**config.mk**
```make
export PLATFORM = sky130hd
export DESIGN_NAME = gpio_bus_master
export DESIGN_NICKNAME = d
export VERILOG_FILES = /design/src/rtl/gpio_bus_master.sv
export SDC_FILE = /design/constraint.sdc
export NUM_CORES = 1
export LEC_CHECK = 0
export CAP_MARGIN = 5
export CORE_ASPECT_RATIO = 1.25
export CORE_UTILIZATION = 50
export DETAILED_ROUTE_END_ITERATION = 16
export PLACE_DENSITY = 0.78
export SYNTH_ARGS = -nofsm -noshare
export SYNTH_HDL_FRONTEND = slang
export SYNTH_SLANG_ARGS = --single-unit
export TNS_END_PERCENT = 20
```
**constraint.sdc**
```tcl
create_clock -name clk -period 4.15 [get_ports clk]
set_input_delay 0.6225 -clock clk [delete_from_list [all_inputs] [get_ports clk]]
set_output_delay 0.6225 -clock clk [all_outputs]
set_load 0.1 [all_outputs]
```
**src/rtl/gpio_bus_master.sv**
```systemverilog
// Bus initiator for the GPIO register bus: turns single host commands (read, write,
// set/clear/toggle read-modify-write) into zero-wait bus cycles and returns one response each.
module gpio_bus_master #(
  parameter int DATA_W  = 32,
  parameter int ADDR_W  = 4,
  parameter int RD_WAIT = 0
) (
  input  logic              clk,
  input  logic              reset,
  input  logic              cmd_valid,
  output logic              cmd_ready,
  input  logic [2:0]        cmd_op,
  input  logic [ADDR_W-1:0] cmd_addr,
  input  logic [DATA_W-1:0] cmd_data,
  output logic              rsp_valid,
  input  logic              rsp_ready,
  output logic [DATA_W-1:0] rsp_data,
  output logic              rsp_err,
  output logic              bus_we,
  output logic              bus_re,
  output logic [ADDR_W-1:0] bus_addr,
  output logic [DATA_W-1:0] bus_wdata,
  input  logic [DATA_W-1:0] bus_rdata
);

  typedef enum logic [1:0] {IDLE, RD, WR, RSP} state_t;

  localparam logic [2:0] OP_READ  = 3'd0;
  localparam logic [2:0] OP_WRITE = 3'd1;
  localparam logic [2:0] OP_SET   = 3'd2;
  localparam logic [2:0] OP_CLR   = 3'd3;
  localparam logic [2:0] OP_TGL   = 3'd4;

  localparam logic [ADDR_W-1:0] ADDR_DATA = ADDR_W'(4'h0);
  localparam logic [ADDR_W-1:0] ADDR_DIR  = ADDR_W'(4'h4);
  localparam logic [ADDR_W-1:0] ADDR_PINS = ADDR_W'(4'h8);
  localparam logic [3:0]        WAIT_LAST = 4'(RD_WAIT);

  state_t            state;
  logic [2:0]        op_q;
  logic [DATA_W-1:0] mask_q;
  logic [3:0]        wait_cnt;
  logic              cmd_bad;
  logic [DATA_W-1:0] rmw_value;

  // Rejected commands never touch the bus: bad opcode, unmapped address, or a store to pin readback.
  always_comb begin
    cmd_bad = 1'b0;
    if (cmd_op > OP_TGL)
      cmd_bad = 1'b1;
    else if (cmd_addr != ADDR_DATA && cmd_addr != ADDR_DIR && cmd_addr != ADDR_PINS)
      cmd_bad = 1'b1;
    else if (cmd_op != OP_READ && cmd_addr == ADDR_PINS)
      cmd_bad = 1'b1;
  end

  // NOTE: the default assignment ahead of the case keeps this always_comb free of latches.
  always_comb begin
    rmw_value = bus_rdata ^ mask_q;
    case (op_q)
      OP_SET:  rmw_value = bus_rdata | mask_q;
      OP_CLR:  rmw_value = bus_rdata & ~mask_q;
      default: rmw_value = bus_rdata ^ mask_q;
    endcase
  end

  // NOTE: state and outputs use non-blocking assignments so every register sees pre-edge values.
  always_ff @(posedge clk) begin
    if (reset) begin
      state     <= IDLE;
      cmd_ready <= 1'b0;
      rsp_valid <= 1'b0;
      rsp_data  <= '0;
      rsp_err   <= 1'b0;
      bus_we    <= 1'b0;
      bus_re    <= 1'b0;
      bus_addr  <= '0;
      bus_wdata <= '0;
      op_q      <= OP_READ;
      mask_q    <= '0;
      wait_cnt  <= '0;
    end else begin
      case (state)
        IDLE: begin
          if (cmd_valid && cmd_ready) begin
            cmd_ready <= 1'b0;
            op_q      <= cmd_op;
            mask_q    <= cmd_data;
            wait_cnt  <= '0;
            if (cmd_bad) begin
              state     <= RSP;
              rsp_valid <= 1'b1;
              rsp_err   <= 1'b1;
              rsp_data  <= '0;
            end else begin
              bus_addr <= cmd_addr;
              if (cmd_op == OP_WRITE) begin
                state     <= WR;
                bus_we    <= 1'b1;
                bus_wdata <= cmd_data;
              end else begin
                state  <= RD;
                bus_re <= 1'b1;
              end
            end
          end else begin
            cmd_ready <= 1'b1;
          end
        end
        RD: begin
          // Read data is captured on the edge that closes the last strobe cycle.
          if (wait_cnt == WAIT_LAST) begin
            bus_re <= 1'b0;
            if (op_q == OP_READ) begin
              state     <= RSP;
              rsp_valid <= 1'b1;
              rsp_err   <= 1'b0;
              rsp_data  <= bus_rdata;
            end else begin
              state     <= WR;
              bus_we    <= 1'b1;
              bus_wdata <= rmw_value;
            end
          end else begin
            wait_cnt <= wait_cnt + 4'd1;
          end
        end
        WR: begin
          bus_we    <= 1'b0;
          state     <= RSP;
          rsp_valid <= 1'b1;
          rsp_err   <= 1'b0;
          rsp_data  <= bus_wdata;
        end
        RSP: begin
          if (rsp_ready) begin
            rsp_valid <= 1'b0;
            cmd_ready <= 1'b1;
            state     <= IDLE;
          end
        end
        default: state <= IDLE;
      endcase
    end
  end

endmodule

```
==> summary.md <==
| Metric | Value |
|---|---|
| Sequential Area | `0.00228 mm2` |
| Commonest non-fill, non-tap cell in the layout | `nand2_1` |
| Final wirelength | `roughly 20 mm` |
| Critical Path Sink Type | `flop` |
| CTS tree | `yes` |
| Vias in the first global route | `6,280` |
| Status | `finished, final reports clean` |
| Critical path launch point type | `flop` |
| First-pass GRT wire length | `31.3 mm` |
| TritonRoute pass-1 iters | `5` |
| H-tree Lvls | `4` |
| Grt ovf | `0` |
| WL per Instance | `around 17 um` |
| Routed Antenna Nets | `0` |
| # diodes | `0` |
| Setup TNS | `0 ns` |
| Max VDD drop | `0.576 mV` |
| Leak pwr | `roughly 3.9 nW` |
| Worst slew pin tran | `approximately 1.0 ns` |
| Vias | `roughly 6,700` |
| Clock root buffer | `clkbuf_16` |
| #FFs+latches synth | `114` |
| Max Fanout on Critical Path | `24` |
| P_int | `3.12 mW` |
| GR Util met3 | `roughly 6.0%` |
| Final Wtd Congestion | `around 0.80` |
| Max clock buf depth | `2` |
| Area of the core | `between 0.01 and 0.015 mm2` |
| GR Util met2 | `47.1%` |
| Worst endpoint required time | `between 4 and 5 ns` |
| Synth Instances | `877` |
| Synthesis warning total | `0` |
| WHS | `0.451 ns` |
| Area of the multi-input gates | `between 0.004 and 0.005 mm2` |
| Syn Std Cell Area | `slightly above 0.007 mm2` |
| Die area | `0.0146 mm2` |
| Number of synthesized flops with an enable pin | `0` |
| CTS Buf Count | `17` |
| Horiz. Die Dim | `108 um` |
| Worst-path clk slew | `0.05 ns` |
| Most frequent cells in the layout | `nand2_1, clkdlybuf4s50_1, dfxtp_1, inv_1, a21oi_1` |
| Port bufs | `approximately 150` |
| PwrDens | `654 mW/mm2` |
| Comb power frac | `around half` |
| Avg Vias per Cell | `5.74` |
| Largest net degree at the start of global routing | `69` |
| Hold Violations, Final | `0` |
| Worst-path cell chain | `inv_1, ha_1, a21boi_1, a211oi_4, nand4_4, mux2i_1` |
| Min cycle time layout | `2.83 ns` |
| Nets | `1,124` |
| Setup violations, final | `0` |
| IO Count | `148` |
| Setup Skew | `between 0.008 and 0.009 ns` |
| CP peak stage delay | `0.61 ns` |
| Final slew viol count | `0` |
| Period utilization | `68.2%` |
| Post-synthesis sequential area ratio | `32.3%` |
| Hpwl dp | `12.5 mm` |
| Maximum clock rate | `0.353 GHz` |
| Hold Crit Class | `flop to flop` |
| Starting density of the core | `51.2%` |
| Setup Fix Bufs, Post-CTS | `0` |
| Seq pwr share | `24.4%` |
| Insertion delay to the later sink of the worst-skew pair | `0.41 ns` |
| Rows | `48` |
| Post-route DRC violation count | `0` |
| Clock power frac | `24.1%` |
| Worst relative slew slack | `32.1%` |
| Asr flop ratio synth | `0%` |
| Post-CTS Hold Fix Bufs | `0` |
| Grt peak-use layer | `met2` |
| Filler cell count | `1,172` |
| Proportion of layout cells with a drive suffix above 1 | `around 5.9%` |
| Gr usage total | `27.4%` |
| Initial antenna violation count | `0` |
| Net Sw Power | `2.86 mW` |
| Area growth from synthesis to layout | `29.5%` |
| Initial DRC count | `313` |
| WP data arrival | `3.14 ns` |
| Max-capacitance violation count | `0` |
| Net Sw Frac | `47.9%` |
| Synth cell types | `51` |
| Avg Cell Area, Syn | `between 8 and 9 um2` |
| Slowest stage cell, crit path | `nand4_4` |
| Die height | `135 um` |
| Routing usage on met1 | `around a third` |
| RSZ-0062 raised after global routing | `false` |
| PostCTS Resize Cnt | `0` |
| Mapped Nets | `1,022` |
| Top FF cell, synth | `dfxtp_1` |
| Setup Crit Path Kind | `flop to flop` |
| Num Clock Sinks | `114` |
==> routing by layer <==
layer / part of all wire (%) / routed length, um
met1: 41 / 8090
met2: 50 / 9680
met3: 7.1 / 1380
met4: 2.0 / 392
met5: 0 / 0
==> area by class of cell <==
type | instances | share of cell area (%)
multi-input cells | 614 | 46.3
repair buffers | 160 | 17.1
inverters | 72 | 2.95
flip-flops and latches | 114 | 24.9
clock inverters | 5 | 0.820
well taps | 175 | 2.39
clock buffers | 25 | 5.52
==> power by group through the flow <==
stage               clock (mW)  combinational (mW)  sequential, mW
detailed placement           0                3.06            1.48
global route              1.51                3.29            1.48
floorplan                    0                1.40            2.42
global placement             0                3.03            1.48
CTS                       1.46                3.08            1.46
finish                    1.44                3.09            1.46
==> worst paths after layout <==
path | slack (ns) | cells after the start | end | start
worst max-delay path | 1.32 | 6 | bus_wdata[21] | state[0]
worst max register to register | 1.32 | 6 | bus_wdata[21] | state[0]
worst min register to register | 0.45 | 2 | mask_q[11] | mask_q[11]
worst min-delay path | 0.45 | 2 | mask_q[11] | mask_q[11]
==> per-stage QoR <==
stage               std cells  utilization (%)  worst slack (ns)  total power, mW  instance area [um2]
floorplan                 877                -              1.73             3.83                 7070
global placement         1135             62.1              1.06             4.50                 8570
detailed placement       1135             62.1             0.992             4.54                 8570
CTS                      1165             66.3              1.34             6.00                 9150
global route             1165             66.3              1.18             6.28                 9150
finish                   1165             66.3              1.32             5.99                 9150
==> sequential cells by signal (all words and copies together), names as in the netlist <==
name	cells
op_q	3
rsp_data	32
bus_wdata	32
bus_we	1
rsp_err	1
bus_re	1
bus_addr	4
mask_q	32
wait_cnt	4
rsp_valid	1
cmd_ready	1
state	2
==> Yosys cell counts (2+ instances only) <==
| cell | count | area [um2] |
|---|---|---|
| buf_2 | 11 | 55.1 |
| buf_1 | 5 | 18.8 |
| clkbuf_1 | 57 | 214 |
| a21oi_1 | 70 | 350 |
| buf_4 | 3 | 22.5 |
| nor3_1 | 3 | 15.0 |
| o221a_2 | 2 | 22.5 |
| inv_1 | 71 | 267 |
| a311o_1 | 24 | 240 |
| nand3_1 | 3 | 15.0 |
| and4_1 | 3 | 26.3 |
| o211ai_1 | 16 | 120 |
| and2_1 | 24 | 150 |
| nand2b_1 | 9 | 56.3 |
| o21ai_0 | 27 | 135 |
| mux2i_1 | 27 | 270 |
| dfxtp_1 | 114 | 2280 |
| and3_1 | 4 | 25.0 |
| nand2_1 | 159 | 597 |
| nor2_1 | 61 | 229 |
| a41oi_1 | 10 | 87.6 |
| nor2b_1 | 3 | 18.8 |
| a41o_1 | 33 | 330 |
| a211oi_1 | 2 | 15.0 |
| xnor2_1 | 2 | 17.5 |
| o31a_1 | 2 | 17.5 |
| a22o_1 | 32 | 280 |
| a311oi_1 | 8 | 70.1 |
| ha_1 | 70 | 876 |
==> critical path: cells and delay by family, from the launching register on <==
family / cells / cell delay [ns]
AO/OA/AOI/OAI: 2 / 0.84
AND/OR/NAND/NOR: 1 / 0.61
flip-flops: 1 / 0.42
adder cells (fa/ha/maj): 1 / 0.38
multiplexers: 1 / 0.37
buffers and inverters: 1 / 0.09
==> logic make-up after synthesis <==
kind of cell	Yosys count	share of synthesized area, %
xor+xnor	2	0.248
mux	28	3.98
fa+ha+maj	70	12.4
compound gates	236	25.2
flops	114	32.3
simple gates	278	17.5
buf+inv	149	8.37
(Power assumes the default switching activity.)
